===== config.mk =====
export PLATFORM = sky130hd
export DESIGN_NAME = countdown_timer_mmss_flat
export DESIGN_NICKNAME = d
export VERILOG_FILES = /design/src/rtl/countdown_timer_mmss_pkg.sv /design/src/rtl/countdown_timer_mmss_if.sv /design/src/rtl/countdown_timer_mmss_bcd60.sv /design/src/rtl/countdown_timer_mmss.sv /design/src/flat_wrapper.sv
export SDC_FILE = /design/constraint.sdc
export NUM_CORES = 1
export LEC_CHECK = 0
export ABC_CLOCK_PERIOD_IN_PS = 3450
export BUFFER_PORTS_ARGS = -buffer_cell sky130_fd_sc_hd__buf_2
export CAP_MARGIN = 20
export CORE_ASPECT_RATIO = 1.4
export CORE_UTILIZATION = 53
export CTS_CLUSTER_DIAMETER = 60
export CTS_CLUSTER_SIZE = 40
export DETAILED_ROUTE_END_ITERATION = 12
export PLACE_DENSITY = 0.83
export SYNTH_ARGS = -nofsm -noshare
export SYNTH_HDL_FRONTEND = slang
export SYNTH_SLANG_ARGS = --single-unit

===== constraint.sdc =====
create_clock -name clk -period 3.45 [get_ports clk]
set_clock_uncertainty 0.2 [all_clocks]
set_input_delay 0.345 -clock clk [delete_from_list [all_inputs] [get_ports clk]]
set_output_delay 0.345 -clock clk [all_outputs]
set_load 0.01 [all_outputs]

===== src/rtl/countdown_timer_mmss_pkg.sv =====
// Shared state encoding, BCD constants and digit saturation for the mm:ss countdown timer.
package countdown_pkg;

   localparam logic [1:0] ST_IDLE  = 2'd0;
   localparam logic [1:0] ST_RUN   = 2'd1;
   localparam logic [1:0] ST_PAUSE = 2'd2;
   localparam logic [1:0] ST_DONE  = 2'd3;

   localparam logic [7:0] ZERO_BCD = 8'h00;
   localparam logic [7:0] WRAP_BCD = 8'h59;

   // Clamp each BCD digit to its legal maximum so a bad preset still counts sanely.
   function automatic logic [7:0] bcd_sat(input logic [7:0] v,
                                          input logic [3:0] tens_max,
                                          input logic [3:0] units_max);
      logic [3:0] t;
      logic [3:0] u;
      t = (v[7:4] > tens_max)  ? tens_max  : v[7:4];
      u = (v[3:0] > units_max) ? units_max : v[3:0];
      return {t, u};
   endfunction

endpackage


===== src/rtl/countdown_timer_mmss_if.sv =====
// Control/status bundle of the countdown timer; master drives controls, slave is the timer.
interface countdown_timer_mmss_if;
   logic       tick;
   logic       load;
   logic       start;
   logic       pause;
   logic [7:0] preset_min;
   logic [7:0] preset_sec;
   logic [7:0] min_q;
   logic [7:0] sec_q;
   logic       sec_borrow;
   logic       running;
   logic       done;

   modport master (output tick, load, start, pause, preset_min, preset_sec,
                   input  min_q, sec_q, sec_borrow, running, done);
   modport slave  (input  tick, load, start, pause, preset_min, preset_sec,
                   output min_q, sec_q, sec_borrow, running, done);
endinterface


===== src/rtl/countdown_timer_mmss_bcd60.sv =====
// Mod-60 BCD down counter: 00 wraps to {TENS_MAX,UNITS_MAX} and raises bo combinationally.
module bcd_down_counter60
   import countdown_pkg::*;
#(
   parameter int unsigned TENS_MAX  = 5,
   parameter int unsigned UNITS_MAX = 9
) (
   input  logic       clk,
   input  logic       rst,
   input  logic       en,
   input  logic       ld,
   input  logic [7:0] d,
   output logic [7:0] q,
   output logic       bo
);

   localparam logic [3:0] TMAX = TENS_MAX[3:0];
   localparam logic [3:0] UMAX = UNITS_MAX[3:0];

   logic [7:0] cnt_q, cnt_d;

   always_comb begin
      cnt_d = cnt_q;
      if (ld) begin
         cnt_d = d;
      end else if (en) begin
         if (cnt_q[3:0] == 4'd0) begin
            cnt_d[3:0] = UMAX;
            cnt_d[7:4] = (cnt_q[7:4] == 4'd0) ? TMAX : cnt_q[7:4] - 4'd1;
         end else begin
            cnt_d[3:0] = cnt_q[3:0] - 4'd1;
         end
      end
   end

   always_ff @(posedge clk or posedge rst) begin
      if (rst) cnt_q <= ZERO_BCD;
      else     cnt_q <= cnt_d;
   end

   assign q  = cnt_q;
   assign bo = en && (cnt_q == ZERO_BCD);

endmodule


===== src/rtl/countdown_timer_mmss.sv =====
// mm:ss BCD countdown timer with load/start/pause control and a done pulse at 00:00.
// Optional periodic mode: define COUNTDOWN_AUTO_RELOAD_EN to reload on terminal count.
module countdown_timer_mmss
   import countdown_pkg::*;
#(
   parameter int unsigned TENS_MAX  = 5,
   parameter int unsigned UNITS_MAX = 9
) (
   input  logic                  clk,
   input  logic                  rst,
   countdown_timer_mmss_if.slave bus
);

   logic [1:0]  state_q, state_d;
   logic [15:0] reload_q, reload_d;
   logic        sec_borrow_q, sec_borrow_d;
   logic        running_q, running_d;
   logic        done_q, done_d;

   logic [7:0]  sec_val, min_val;
   logic        sec_en, sec_bo, min_bo;
   logic        load_acc, count_zero, term, reload_hit, cnt_ld;
   logic [15:0] preset_sat, cnt_d;

   // tick is only honoured in RUN and loses to a coincident pause
   assign sec_en     = bus.tick && (state_q == ST_RUN) && !bus.pause;
   assign load_acc   = bus.load && (state_q != ST_RUN);
   assign count_zero = (min_val == ZERO_BCD) && (sec_val == ZERO_BCD);
   assign term       = sec_en && (min_val == ZERO_BCD) && (sec_val == 8'h01);
   assign preset_sat = {bcd_sat(bus.preset_min, TENS_MAX[3:0], UNITS_MAX[3:0]),
                        bcd_sat(bus.preset_sec, TENS_MAX[3:0], UNITS_MAX[3:0])};

`ifdef COUNTDOWN_AUTO_RELOAD_EN
   assign reload_hit = term && (reload_q != 16'h0000);
`else
   assign reload_hit = 1'b0;
`endif

   assign cnt_ld = load_acc || reload_hit;
   assign cnt_d  = load_acc ? preset_sat : reload_q;

   bcd_down_counter60 #(.TENS_MAX(TENS_MAX), .UNITS_MAX(UNITS_MAX)) u_sec (
      .clk(clk), .rst(rst), .en(sec_en), .ld(cnt_ld), .d(cnt_d[7:0]),
      .q(sec_val), .bo(sec_bo)
   );

   bcd_down_counter60 #(.TENS_MAX(TENS_MAX), .UNITS_MAX(UNITS_MAX)) u_min (
      .clk(clk), .rst(rst), .en(sec_bo), .ld(cnt_ld), .d(cnt_d[15:8]),
      .q(min_val), .bo(min_bo)
   );

   always_comb begin
      state_d      = state_q;
      reload_d     = reload_q;
      sec_borrow_d = sec_bo;
      done_d       = term;
      if (load_acc) begin
         state_d  = ST_IDLE;
         reload_d = preset_sat;
      end else if (state_q == ST_RUN) begin
         if (bus.pause)             state_d = ST_PAUSE;
         else if (term)             state_d = reload_hit ? ST_RUN : ST_DONE;
         else if (min_bo)           state_d = ST_DONE;  // underflow guard, unreachable in normal run
      end else if ((state_q == ST_IDLE || state_q == ST_PAUSE) &&
                   bus.start && !bus.pause && !count_zero) begin
         state_d = ST_RUN;
      end
      running_d = (state_d == ST_RUN);
   end

   always_ff @(posedge clk or posedge rst) begin
      if (rst) begin
         state_q      <= ST_IDLE;
         reload_q     <= 16'h0000;
         sec_borrow_q <= 1'b0;
         running_q    <= 1'b0;
         done_q       <= 1'b0;
      end else begin
         state_q      <= state_d;
         reload_q     <= reload_d;
         sec_borrow_q <= sec_borrow_d;
         running_q    <= running_d;
         done_q       <= done_d;
      end
   end

   assign bus.min_q      = min_val;
   assign bus.sec_q      = sec_val;
   assign bus.sec_borrow = sec_borrow_q;
   assign bus.running    = running_q;
   assign bus.done       = done_q;

endmodule


===== src/flat_wrapper.sv =====
// flat-port wrapper written by rule: the top's interface ports become plain ports
module countdown_timer_mmss_flat import countdown_pkg::*;
#(
   parameter int unsigned TENS_MAX  = 5,
   parameter int unsigned UNITS_MAX = 9
)
  (clk, rst, bus_tick, bus_load, bus_start, bus_pause, bus_preset_min, bus_preset_sec, bus_min_q, bus_sec_q, bus_sec_borrow, bus_running, bus_done);
  countdown_timer_mmss_if bus_i ();
  input  logic clk;
  input  logic rst;
  input wire logic [$bits(bus_i.tick)-1:0] bus_tick;
  input wire logic [$bits(bus_i.load)-1:0] bus_load;
  input wire logic [$bits(bus_i.start)-1:0] bus_start;
  input wire logic [$bits(bus_i.pause)-1:0] bus_pause;
  input wire logic [$bits(bus_i.preset_min)-1:0] bus_preset_min;
  input wire logic [$bits(bus_i.preset_sec)-1:0] bus_preset_sec;
  output wire logic [$bits(bus_i.min_q)-1:0] bus_min_q;
  output wire logic [$bits(bus_i.sec_q)-1:0] bus_sec_q;
  output wire logic [$bits(bus_i.sec_borrow)-1:0] bus_sec_borrow;
  output wire logic [$bits(bus_i.running)-1:0] bus_running;
  output wire logic [$bits(bus_i.done)-1:0] bus_done;
  assign bus_i.tick = bus_tick;
  assign bus_i.load = bus_load;
  assign bus_i.start = bus_start;
  assign bus_i.pause = bus_pause;
  assign bus_i.preset_min = bus_preset_min;
  assign bus_i.preset_sec = bus_preset_sec;
  assign bus_min_q = bus_i.min_q;
  assign bus_sec_q = bus_i.sec_q;
  assign bus_sec_borrow = bus_i.sec_borrow;
  assign bus_running = bus_i.running;
  assign bus_done = bus_i.done;
  countdown_timer_mmss #(.TENS_MAX(TENS_MAX), .UNITS_MAX(UNITS_MAX)) u_core (.clk(clk), .rst(rst), .bus(bus_i));
endmodule

* Word level (Yosys, flattened, before mapping)
Cells that the tools add are included. Widths: inputs -> output; s select.
Word-level totals: register bits after elaboration 21, input port bits 22, output and inout port bits 19, word-level logic and storage cells 68
Cells by class: add/subtract/negate cells 4, order comparisons 4, equal/unequal tests 5, mux-type cells 20, reduce and logical (&&, ||, !) cells 27
Operator list (count):
- $mux 4 | 10
- $mux 8 | 4
- $logic_not 4->1 | 4
- $logic_not 8->1 | 2
- $sub 4x1->4 const B | 4
- $mux 2 | 6
- $logic_and 1x1->1 | 11
- $eq 8x1->1 const B | 1
- $gt 4x3->1 const B | 2
- $gt 4x4->1 const B | 2
- $reduce_bool 2->1 | 4
- $eq 2x1->1 const B | 2
- $reduce_and 2->1 | 2
- $eq 2x2->1 const B | 1
- $logic_not 1->1 | 2
- $logic_not 2->1 | 1
- $ne 2x1->1 const B | 1
- $logic_or 1x1->1 | 1

* Logic depth before layout (Yosys ltp)
Gate-level depths: netlist (run 1).
word-level depth 11, depth in mapped cells 5, mapped depth without buffers 4

* Modules after synthesis
From an unflattened synthesis (run 1), not the netlist that was laid out.
Second synthesis, totals: cells, all modules 177, area total of the unflattened synthesis 1755.4 µm²
Modules (own cells, without submodules):
- countdown_timer_mmss | times used 1, cells each 87, area each 907.1 µm², sequential area each 525.5 µm²
- bcd_down_counter60 | times used 2, cells each 45, area each 424.2 µm², sequential area each 200.2 µm²

* Least setup slack after synthesis (run 1)
Ideal clock, no wire load.
path type reg-to-reg, from register u_core.u_sec.cnt_q[0], in the netlist u_core.u_sec.q[0], to register u_core.u_min.cnt_q[2], in the netlist u_core.u_min.q[2], library setup time 0.082 ns, arrival time 1.743 ns, required time 3.168 ns, slack 1.425 ns, stages on the path, launching flop included 6, buffers on the path 1, clock period less this slack 2.025 ns, path through dfrtp_1 buf_6 nor4_4 nand4_2 or4b_1 a31oi_1
Between the ends: longest elaborated chain between the ends 3
Ends and longest elaborated chain:
- from (decl) | line countdown_timer_mmss_bcd60.sv:20 | logic [7:0] cnt_q, cnt_d;
- from (signal assigned) | line countdown_timer_mmss_bcd60.sv:38 | else cnt_q <= cnt_d;
- $logic_not 8->1 | line countdown_timer_mmss_bcd60.sv:42 | assign bo = en && (cnt_q == ZERO_BCD);
- $logic_and 1x1->1 | line countdown_timer_mmss_bcd60.sv:42
- $reduce_bool 2->1 (no source line)
- to (signal assigned) | line countdown_timer_mmss_bcd60.sv:38
- to (decl) | line countdown_timer_mmss_bcd60.sv:20
No other way between the ends. A chain may end at the register's enable or synchronous reset.

* Final worst setup path (run 1)
from register u_core.u_sec.cnt_q[0], in the netlist u_core.u_sec.q[0], to register u_core.u_min.cnt_q[6], in the netlist u_core.u_min.q[6]
Between the ends: longest elaborated chain between the ends 4
Ends and longest elaborated chain (line):
- $logic_not 8->1 | countdown_timer_mmss_bcd60.sv:42
- $logic_and 1x1->1 | countdown_timer_mmss_bcd60.sv:42
- $reduce_bool 2->1 (no source line)
- $reduce_and 2->1 (no source line)
No other way between the ends.

==> results.txt, run 1 <==
- Setup slack of the critical path after layout: roughly 1.3 ns
- Net switching is 34.4% of the power.
- Maximum clock rate: about 460 MHz
- The filler cells instantiated in the layout total approximately 190.
- Walking the worst path, the cells encountered are nor4_4, nand4_2, or4_1, a31oi_1.
* Post-detailed-route DRC marker count: 0
- In the finished design, the share of the clock period the worst path needs comes to a little over three fifths.
- Psw: between 150 and 200 uW
- In the final layout, the share of cells above drive strength 1 is a little under a third.
- In this run the most critical hold path is launched from bus_preset_min[0].
* Internal power: around 380 uW
- The number of different library cells used by synthesis comes to 39.
- Netlist area before placement: between 0.001 and 0.0015 mm^2
* Inserted Clock Buffers: 3
* Post-synth EDFFs: 0
- Die footprint: about 0.0025 mm^2
* Critical path start-end classification: register to register
- Post-CTS repair timing setup buffer count: 0
* Worst EP required: about 3.5 ns
- Syn_area_per_cell: between 9 and 10 um^2
- Fraction of met2 tracks used by global routing: 43.5%
- Setup slack, reg-to-reg: 1.28 ns
* Congestion Overflow GR: 0
- The longest clock path from root to sink contains 2 buffers.
- Leakage power: roughly 0.64 nW
- Net count reported at finish: about 190
- Largest vdd supply drop: about 0.29 mV
* Top delay family on crit path: simple AND/OR/NAND/NOR gates
* Cell taking the most area after synthesis: sky130_fd_sc_hd__dfrtp_1
- Capture instance of the worst register-to-register path: u_core.u_min.q[6]
* Routed vias: around 1200
* Synth Area in XOR/XNOR: 4.29%
- The repair_antennas step left the layout with diodes totalling 0.
- Hold depth: 3
* Total length of routed wires: ~2700 um
- In this run the remaining antenna-violating nets after routing total 0.
- The clock reaches the later pin of the worst-skew pair after roughly 0.31 ns.
* Flop and latch count out of synthesis: 21
- The run finished with clean final reports.
- In this run the most used layer during global routing was met2.
- Entering global routing, the biggest net connects 29 pins.
* Resize count post-CTS: 0
- Reg2reg start: u_core.u_sec.q[0]
- In this run the number of H-tree levels came out at 1.
* Slew at the pin with the worst max-slew slack: 0.774 ns
- Dividing total power by cell area gives a power density of 397 mW/mm^2.
* Arrival time of data at the critical path endpoint: around 2.2 ns
- Clock tree synthesis selected as its root buffer the cell sky130_fd_sc_hd__clkbuf_4.
* Hold bufs inserted after CTS: 1
- The first global-routing pass estimated approximately 4500 um of wire.
- Per report_power, the combinational group accounts for roughly a quarter of the total.
- The Yosys step of the flow raised 0 warnings.
- Area occupied by multi-input gates: around 650 um^2
- Counting every net in the synthesized netlist gives roughly 150.
- DR WL/cell: 14.0 um
- Overall Global Routing Usage: a little under a quarter
- The synthesized netlist devotes 0% of its cell area to adder and majority cells.
- Commonest register cell after synthesis: sky130_fd_sc_hd__dfrtp_1
- Total design power: around 580 uW
- Number of design-rule violations left by the first detailed-router iteration: 35
* Kind of start point of the critical path: register
- Leaving out fill and tap cells, the most frequent cells in the layout are sky130_fd_sc_hd__buf_2 (40), sky130_fd_sc_hd__dfrtp_1 (21), sky130_fd_sc_hd__nor2_1 (14).
* Met3 track utilization from global routing: under 10%
- Class of the tightest hold or removal check: primary input to register
- Master of the slowest instance on the critical path: sky130_fd_sc_hd__dfrtp_1
* Post-synthesis cell count: 130
- Final setup TNS: 0 ns
- Fraction of post-synthesis cell area in the top cell type by area: 42.9%
- During placement, the flow inserted port buffers numbering 40.
- Die extent in x: between 40 and 50 um
- Worst Path Buf+Inv: 0
* Die H: a little under 60 um
- Of all flip-flops after synthesis, the portion carrying an async set or reset was 100%.
- Number of top-level design ports: slightly above 40
- Ranked by total cell area, the synthesized netlist is headed by sky130_fd_sc_hd__dfrtp_1 (43%), sky130_fd_sc_hd__a21oi_1 (4.5%), sky130_fd_sc_hd__nor2_1 (4.3%), sky130_fd_sc_hd__or4_1 (4.3%), sky130_fd_sc_hd__a31oi_1 (3.1%).
- Growth of design area from synthesis to finish: 19.3%
- Of the total power, registers draw between 50% and 60%.
* Simple-Gate Fraction of Synth Area: 30.7%
- Endpoints failing hold: 0
- Global routing used between 20% and 30% of the available met1 tracks.
- Across the run, the number of max-cap violations was 0.
- Worst Path Max Fanout: 10
- In the final layout, flip-flops and latches occupy around 530 um^2.
- Total iterations of the first detailed-routing run: 4
* Terminating pin of the worst hold path: u_core.u_min.q[0]
- The clock period could shrink to 2.17 ns.
- In this run the tightest slew margin relative to its limit is about half.
* Worst Reg-to-Reg Cells: 4
- Dominant combinational cell family by area after synthesis: simple AND/OR/NAND/NOR gates
- The core region is approximately 0.0022 mm^2.
* Clock transition at the registers of the reported paths: between 0.1 and 0.15 ns
- For this run, the register share of the synthesized area comes to a little over two fifths.
- Crit path largest cell delay: around 0.5 ns
* Setup repair after global routing missed its margin: no
- At the placement stage, the worst setup path has a slack of approximately 1.3 ns.
* Type of element capturing the critical path: register
- CTS tree: done
- After floorplanning, the core was divided into 20 placement rows.
- Counting every sink on the clock net gives 21.
* Pins Over Slew Limit: 0
* Setup-violating endpoint count in the final report: 0
* Number of antenna violations at the first check in global routing: 0
- Critical path origin: u_core.u_sec.q[0]
* Vias in the first global route: ~1100
- Multiplexer area fraction after synthesis: 0%
- The congestion estimate from routability-driven global placement came to between 0.7 and 0.8.
- After detailed routing, the number of vias per cell comes to ~6.2.
* Post-synthesis compound-gate area fraction: 18.0%
- The clock network accounts for 20.6% of the total power.
- Most frequent standard cell in the layout excluding fill and tap cells: sky130_fd_sc_hd__buf_2
- Detailed placement HPWL: approximately 2000 um
* Starting Density: between 50% and 60%
[worst reg2reg max path: stages, from the launching register on]
cell and delay (ns):
sky130_fd_sc_hd__dfrtp_1 0.50, sky130_fd_sc_hd__nor4_4 0.51, sky130_fd_sc_hd__nand4_2 0.25, sky130_fd_sc_hd__or4_1 0.45, sky130_fd_sc_hd__a31oi_1 0.18
[how the worst max path moves through the flow]
stage          cells past startpoint  slack (ns)                end
4_1_cts                            4        1.30  u_core.u_min.q[6]
5_1_grt                            4        1.12  u_core.u_min.q[6]
3_3_place_gp                       4        1.40  u_core.u_min.q[6]
3_5_place_dp                       4        1.33  u_core.u_min.q[2]
2_1_floorplan                      5        1.42  u_core.u_min.q[2]
6_report                           4        1.28  u_core.u_min.q[6]
[power groups by stage]
stage | Combinational, mW | Sequential, mW | Clock [mW]
floorplan | 0.0814 | 0.328 | 0
finish | 0.137 | 0.324 | 0.120
global placement | 0.134 | 0.324 | 0
detailed placement | 0.136 | 0.327 | 0
global route | 0.152 | 0.331 | 0.132
CTS | 0.138 | 0.323 | 0.123
[cell usage after synthesis, types with 2 or more instances]
cell type                   instances
sky130_fd_sc_hd__nor3_1             5
sky130_fd_sc_hd__nand4_2            2
sky130_fd_sc_hd__a2111oi_0          2
sky130_fd_sc_hd__buf_6              2
sky130_fd_sc_hd__nor4_2             2
sky130_fd_sc_hd__nor2_1            14
sky130_fd_sc_hd__xor2_1             3
sky130_fd_sc_hd__nand4_1            3
sky130_fd_sc_hd__or4_1              7
sky130_fd_sc_hd__nand3_1            3
sky130_fd_sc_hd__nor2b_1            2
sky130_fd_sc_hd__dfrtp_1           21
sky130_fd_sc_hd__a21oi_1           11
sky130_fd_sc_hd__a211oi_1           2
sky130_fd_sc_hd__inv_1              4
sky130_fd_sc_hd__a31oi_1            6
sky130_fd_sc_hd__nor4_1             4
sky130_fd_sc_hd__xnor2_1            3
sky130_fd_sc_hd__clkbuf_1           2
sky130_fd_sc_hd__or3_1              2
sky130_fd_sc_hd__nand2_1            7
sky130_fd_sc_hd__o31ai_1            2
sky130_fd_sc_hd__o21ai_0            5
[final cells by class]
cell class,count,share of cell area [%]
repair buffers,42,14.9
multi-input cells,100,44.4
inverters,4,1.03
flip-flops and latches,21,36.0
well taps,22,1.88
clock buffers,4,1.80
[cells by family after synthesis]
group / count (synthesis)
compound gates: 35
xor+xnor: 6
buf+inv: 9
flops: 21
simple gates: 59
[routing by layer]
metal	routed length, um	up-vias
met5	0	-
met4	43	0
met3	145	5
met2	1400	43
met1	1120	563
li1	-	577
[sequential cells by signal, summed over array words and instances, names as in the netlist]
name	cells
u_core.state_q	2
u_core.bus.running	1
u_core.u_min.q	8
u_core.bus.done	1
u_core.bus.sec_borrow	1
u_core.u_sec.q	8
[per-stage QoR]
stage	hold WS, ns	std cells	utilization (%)	instance area (um^2)
after floorplan	0.122	130	-	1220
after global placement	0.325	188	65.5	1430
after detailed placement	0.328	188	65.5	1430
after CTS	0.0821	193	67.1	1460
after global routing	0.0973	193	67.1	1460
final	0.0853	193	67.1	1460
No activity file was read; power rests on OpenSTA's default activity.
==> run 2: changes to the inputs <==
--- a/config.mk
+++ b/config.mk
@@ -5,15 +5,15 @@
 export SDC_FILE = /design/constraint.sdc
 export NUM_CORES = 1
 export LEC_CHECK = 0
-export ABC_CLOCK_PERIOD_IN_PS = 3450
+export ABC_CLOCK_PERIOD_IN_PS = 1830
 export BUFFER_PORTS_ARGS = -buffer_cell sky130_fd_sc_hd__buf_2
 export CAP_MARGIN = 20
 export CORE_ASPECT_RATIO = 1.4
-export CORE_UTILIZATION = 53
+export CORE_UTILIZATION = 44
 export CTS_CLUSTER_DIAMETER = 60
 export CTS_CLUSTER_SIZE = 40
 export DETAILED_ROUTE_END_ITERATION = 12
-export PLACE_DENSITY = 0.83
+export PLACE_DENSITY = 0.74
 export SYNTH_ARGS = -nofsm -noshare
 export SYNTH_HDL_FRONTEND = slang
 export SYNTH_SLANG_ARGS = --single-unit
==> constraint.sdc (replaced) <==
create_clock -name clk -period 1.83 [get_ports clk]
set_clock_uncertainty 0.2 [all_clocks]
set_input_delay 0.183 -clock clk [delete_from_list [all_inputs] [get_ports clk]]
set_output_delay 0.183 -clock clk [all_outputs]
set_load 0.01 [all_outputs]
==> results.txt, run 2 (synthesis results as in run 1) <==
* Routed vias: approximately 1500
- The clock passes through at most 2 buffers.
* Worst Hold Launch: bus_preset_min[1]
* Setup repair after global routing missed its margin: yes
- The startpoint identified for the worst register-to-register timing path is u_core.u_sec.q[1].
* Congestion Overflow GR: 0
* List of cells traversed by the critical path: nor4_4, nand4_2, or4b_1, a31oi_1
- Of all nets on the critical path, the largest fanout is 4.
- The number of antenna diodes in the final layout is 0.
- GP Congestion: slightly above 0.8
- Net count reported at finish: around 250
- Post-route insts no fill: between 200 and 300
- Clock transition at the registers of the reported paths: about 0.12 ns
- Most frequent standard cell in the layout excluding fill and tap cells: sky130_fd_sc_hd__buf_2
- From left edge to right edge, the die measures ~47 um.
* Crit path largest cell delay: 0.51 ns
- The analysis attributes to cell leakage a power of between 0.9 and 1 nW.
- The final reports fail on negative setup slack.
- Slew at the pin with the worst max-slew slack: ~0.39 ns
* Total design power: 1.33 mW
- The critical path is of the register to register type.
* Total length of routed wires: approximately 4300 um
- Buffers inserted during clock tree synthesis total 3.
* Placed Cells: between 200 and 250
* Number of design-rule violations left by the first detailed-router iteration: 59
* Mean number of vias per cell: approximately 5.7
- The run finished, with violations left.
- Summing all non-filler instances in the final layout gives an area of 0.00206 mm^2.
- In this run the worst hold path is classified as primary input to register.
- During placement, the flow inserted port buffers numbering 40.
- STA classifies the critical path endpoint as a register.
* Worst rel slew slack: 73.7%
- Largest vdd supply drop: 0.586 mV
* Post-detailed-route DRC marker count: 0
- The first global-routing pass estimated ~6500 um of wire.
* Insertion delay to the later sink of the worst-skew pair: a little over 0.3 ns
* Setup-violating endpoint count in the final report: 10
* Number of top-level design ports: 41
- CTS sink count: 21
- Subtracting the final worst setup slack from the clock period gives 1.97 ns.
- Ratio of cells with drive above 1 in the final layout: about half
- Data arrives at the worst endpoint at ~2 ns.
- Kind of start point of the critical path: register
* Post-route fraction of the period consumed by the critical path: 108%
- In this run the vertical extent of the chip is between 60 and 70 um.
* CTS tree: done
- Power per Cell Area: ~640 mW/mm^2
* Growth of design area from synthesis to finish: 68.5%
- The initial utilization of the core area, before any placement, comes to a little under half.
- Routed Antenna Nets: 0
- Detailed placement HPWL: about 2700 um
- The core region is about 0.0026 mm^2.
* Pins Over Slew Limit: 0
- Number of cell rows: 22
- Number of antenna violations at the first check in global routing: 0
- Overall Global Routing Usage: ~30%
- Placed inst area: between 0.0015 and 0.002 mm^2
* DR WL/cell: around 17 um
* Master of the slowest instance on the critical path: sky130_fd_sc_hd__or4b_1
* Worst Hold Slack: roughly 0.0016 ns
- Vias in the first global route: 1488
* MaxCap Viol Count: 0
* Final setup TNS: -0.681 ns
* Worst EP required: between 1.5 and 2 ns
- In this run the number of H-tree levels came out at 1.
- Root cell of the clock tree: sky130_fd_sc_hd__clkbuf_4
- Die footprint: approximately 0.003 mm^2
- Largest net degree at the start of global routing: 14
* Total iterations of the first detailed-routing run: 4
* Most frequent cells in the layout: sky130_fd_sc_hd__buf_2 (40), sky130_fd_sc_hd__buf_4 (34), sky130_fd_sc_hd__dfrtp_1 (19)
* Maximum clock rate: about 500 MHz
- Endpoints failing hold: 0
- The critical path starts at u_core.u_sec.q[1].
- Setup slack of the critical path after layout: -0.140 ns
[run 2: cell count changes in the layout (fill, tap and decap cells not counted), moves of 2 or more]
cell and change:
sky130_fd_sc_hd__or4_4 +5, sky130_fd_sc_hd__or4_1 -5, sky130_fd_sc_hd__dfrtp_1 -2, sky130_fd_sc_hd__nor4_1 -3
sky130_fd_sc_hd__dfrtp_2 +2, sky130_fd_sc_hd__dlygate4sd3_1 +14, sky130_fd_sc_hd__a2111oi_1 +2, sky130_fd_sc_hd__buf_6 +4
sky130_fd_sc_hd__a2111oi_0 -2, sky130_fd_sc_hd__nor4_4 +4, sky130_fd_sc_hd__buf_4 +33
[run 2: metrics by stage]
step	util, %	worst slack (ns)
5_1_grt	78.1	-0.220
3_5_place_dp	65.1	-0.209
2_1_floorplan	-	-0.0942
4_1_cts	75.2	-0.151
3_3_place_gp	65.1	-0.0975
6_report	78.1	-0.140
[run 2: metal layers]
metal,vias to the layer above,GRT usage (%),wire length [um],share of wire [%]
met5,-,0,0,0
met4,0,12.9,97,2.3
met3,12,2.51,161,3.8
met2,59,49.8,2310,54
met1,717,37.5,1720,40
li1,677,-,-,-
[run 2: worst paths after layout]
path / end / slack [ns] / cells after the start
min: u_core.u_min.q[1] / 0.002 / 3
min in group asynchronous: u_core.u_sec.q[0] / 0.18 / 3
max in group asynchronous: u_core.u_sec.q[6] / 0.72 / 4
max reg2reg: u_core.u_min.q[2] / -0.14 / 4
max: u_core.u_min.q[2] / -0.14 / 4
min reg2reg: u_core.u_min.q[7] / 0.42 / 1
[run 2: area by class of cell]
| class | instances | area [um^2] |
|---|---|---|
| Clock buffer | 4 | 26.3 |
| Tap cell | 36 | 45.0 |
| Sequential cell | 21 | 528 |
| Inverter | 4 | 15.0 |
| Fill cell | 184 | 578 |
| Timing Repair Buffer | 93 | 651 |
| Multi-Input combinational cell | 100 | 800 |
[run 2: repair_timing]
item,in CTS,in global routing
buffers inserted,5,1
gates cloned,0,0
endpoints found under the hold margin,31,0
hold buffers,15,0
pin swaps,13,13
resized for setup,11,14
endpoints found under the setup margin,13,16
[run 2: worst max-delay path: cells and delay by family, from the launching register on]
kind / cells / cell delay (ns)
compound gates: 1 / 0.17
flops: 1 / 0.47
simple gates: 3 / 1.06
[run 2: power breakdown]
| group | leakage [nW] | switching (mW) | total (mW) | internal (mW) |
|---|---|---|---|---|
| clock | 0.0150 | 0.151 | 0.236 | 0.0851 |
| combinational | 0.652 | 0.255 | 0.504 | 0.249 |
| sequential | 0.249 | 0.0725 | 0.590 | 0.518 |
| total | 0.916 | 0.478 | 1.33 | 0.851 |
==> run 3: changes to the inputs <==
--- a/config.mk
+++ b/config.mk
@@ -14,6 +14,7 @@
 export CTS_CLUSTER_SIZE = 40
 export DETAILED_ROUTE_END_ITERATION = 12
 export PLACE_DENSITY = 0.74
+export SETUP_SLACK_MARGIN = 0.4
 export SYNTH_ARGS = -nofsm -noshare
 export SYNTH_HDL_FRONTEND = slang
 export SYNTH_SLANG_ARGS = --single-unit
==> results.txt, run 3 (synthesis results as in run 1) <==
- TritonCTS built the clock tree.
* Port buffer count: 40
* Worst Reg-to-Reg Cells: 4
- Timing would allow up to slightly above 500 MHz.
* DR WL/cell: roughly 19 um
* Setup repair after global routing missed its margin: yes
- The net count of the finished layout is roughly 260.
- Post-route insts no fill: approximately 270
- The first global-routing pass estimated a little over 7000 um of wire.
* Status: finished, violations left
- Summing all placed instances gives a cell area of between 0.0015 and 0.002 mm^2.
- The worst setup path is captured at a register.
- Reg2reg start: u_core.u_sec.q[0]
- The path class of the tightest hold or removal check is primary input to register.
* Worst rel slew slack: between 60% and 70%
* Routed Antenna Nets: 0
- The number of failing hold endpoints at the final stage was 0.
* Root cell of the clock tree: sky130_fd_sc_hd__clkbuf_4
- Fill cells in the final layout number roughly 130.
- Post-detailed-route DRC marker count: 0
- Mean number of vias per cell: roughly 6
- Of all nets on the critical path, the largest fanout is 4.
- Post-route fraction of the period consumed by the critical path: 108%
* Final critical-path required period: approximately 2 ns
- The number of antenna violations at the first check in global routing came to 0.
* Overall Global Routing Usage: 33.2%
* CTS sink count: 21
- Vias in the first global route: around 1600
- Across the run, the number of max-cap violations was 0.
* Total iterations of the first detailed-routing run: 4
- In this run the core area contains 22 standard-cell rows.
- STA classifies the critical path startpoint as a register.
- Number of H-tree levels: 1
- GP Congestion: roughly 0.84
- Die footprint: roughly 0.003 mm^2
* Placed Cells: 237
- Ratio of cells with drive above 1 in the final layout: a little over half
- From bottom edge to top edge, the die measures roughly 64 um.
- The number of antenna diodes in the final layout is 0.
- Worst EP required: around 1.9 ns
- Setup slack on the worst reg-to-reg path comes out at -0.15 ns.
- The first routing iteration left 68 violations.
- Largest net degree at the start of global routing: 22
- Routed vias: roughly 1600
* Clock transition at the registers of the reported paths: ~0.12 ns
- The final reports fail on negative setup slack.
- 41 I/O pins were placed.
- Setup slack of the critical path after layout: -0.153 ns
* Most frequent cells in the layout: sky130_fd_sc_hd__buf_2 (32), sky130_fd_sc_hd__buf_6 (32), sky130_fd_sc_hd__buf_4 (25)
- In this run the most critical hold path is launched from bus_preset_sec[0].
- Inserted Clock Buffers: 3
- After floorplanning, the core was sized to cover approximately 0.0026 mm^2.
- The die is 46.6 um wide.
* Power per Cell Area: ~640 mW/mm^2
- After routing the design area is 0.00235 mm^2.
- Capture instance of the worst register-to-register path: u_core.u_min.q[5]
- Slew at the pin with the worst max-slew slack: 0.572 ns
* Total length of routed wires: about 5200 um
- Terminating pin of the worst hold path: u_core.u_sec.q[0]
* Critical path start-end classification: register to register
* Pins Over Slew Limit: 0
* Starting Density: between 40% and 50%
* Arrival time of data at the critical path endpoint: 2.04 ns
- The longest clock path from root to sink contains 2 buffers.
- The worst hold path was traced through 3 stages.
* Congestion Overflow GR: 0
- Setup-violating endpoint count in the final report: 14
* Leakage power: 1.04 nW
* Post-Place Setup Slack: -0.174 ns
* Detailed placement HPWL: 2740 um
* Growth of design area from synthesis to finish: 91.6%
- Largest vdd supply drop: 0.518 mV
- Insertion delay to the later sink of the worst-skew pair: 0.32 ns
## run 3: changes by cell type in the layout (fill, tap and decap cells not counted), sizes merged
cell         change
buf             +11
dlygate4sd3      +2
## run 3: stage by stage
stage / hold WS [ns] / power [mW] / setup TNS (ns) / util (%)
floorplan: -0.0407 / 0.794 / -0.284 / -
global placement: 0.0242 / 0.990 / -0.369 / 66.6
detailed placement: 0.0328 / 1.01 / -0.859 / 66.6
CTS: 0.0193 / 1.38 / -0.468 / 82.8
global route: 0.0675 / 1.56 / -2.11 / 88.8
finish: 0.0441 / 1.49 / -1.09 / 88.8
## run 3: area by class of cell
class	count	area (um^2)	share of cell area, %
Clock buffer	4	26.3	1.12
Inverter	4	15.0	0.640
Multi-Input combinational cell	100	847	36.1
Timing Repair Buffer	106	878	37.4
Sequential cell	21	536	22.8
Tap cell	36	45.0	1.92
## run 3: critical path, stage by stage (launching register included)
cell and delay, ns:
sky130_fd_sc_hd__dfrtp_2 0.47, sky130_fd_sc_hd__nor4_4 0.43, sky130_fd_sc_hd__nand4_2 0.21, sky130_fd_sc_hd__or4_4 0.46
sky130_fd_sc_hd__a31oi_4 0.14
## run 3: metal layers
| metal | part of all wire [%] | up-vias | routed length [um] | track usage [%] |
|---|---|---|---|---|
| met5 | 0 | - | 0 | 0 |
| met4 | 3.8 | 0 | 197 | 16.5 |
| met3 | 5.3 | 23 | 279 | 4.74 |
| met2 | 55 | 93 | 2890 | 56.9 |
| met1 | 36 | 777 | 1850 | 37.8 |
| li1 | - | 709 | - | - |
## run 3: repair_timing
item                                   4_1_cts  5_1_grt
hold buffers                                17        0
pin swaps                                   14       13
setup buffers                                7        6
resized for setup                           39       24
endpoints found under the hold margin       34        0
cloned                                       0        0
setup endpoints to repair                   31       33
## run 3: how the worst max path moves through the flow
stage	from	cells past startpoint	slack (ns)	endpoint
6_report	u_core.u_sec.q[0]	4	-0.15	u_core.u_min.q[5]
5_1_grt	u_core.state_q[1]	5	-0.21	u_core.u_min.q[2]
4_1_cts	u_core.state_q[1]	5	-0.1	u_core.u_min.q[5]
3_5_place_dp	u_core.state_q[1]	5	-0.17	u_core.u_min.q[5]
3_3_place_gp	u_core.state_q[1]	5	-0.1	u_core.u_min.q[2]
2_1_floorplan	u_core.u_sec.q[3]	4	-0.09	u_core.u_min.q[2]
## run 3: where the power goes
group / total, mW / internal [mW] / switching [mW]
sequential: 0.608 / 0.521 / 0.0873
combinational: 0.643 / 0.346 / 0.297
clock: 0.242 / 0.0856 / 0.156
total: 1.49 / 0.953 / 0.541
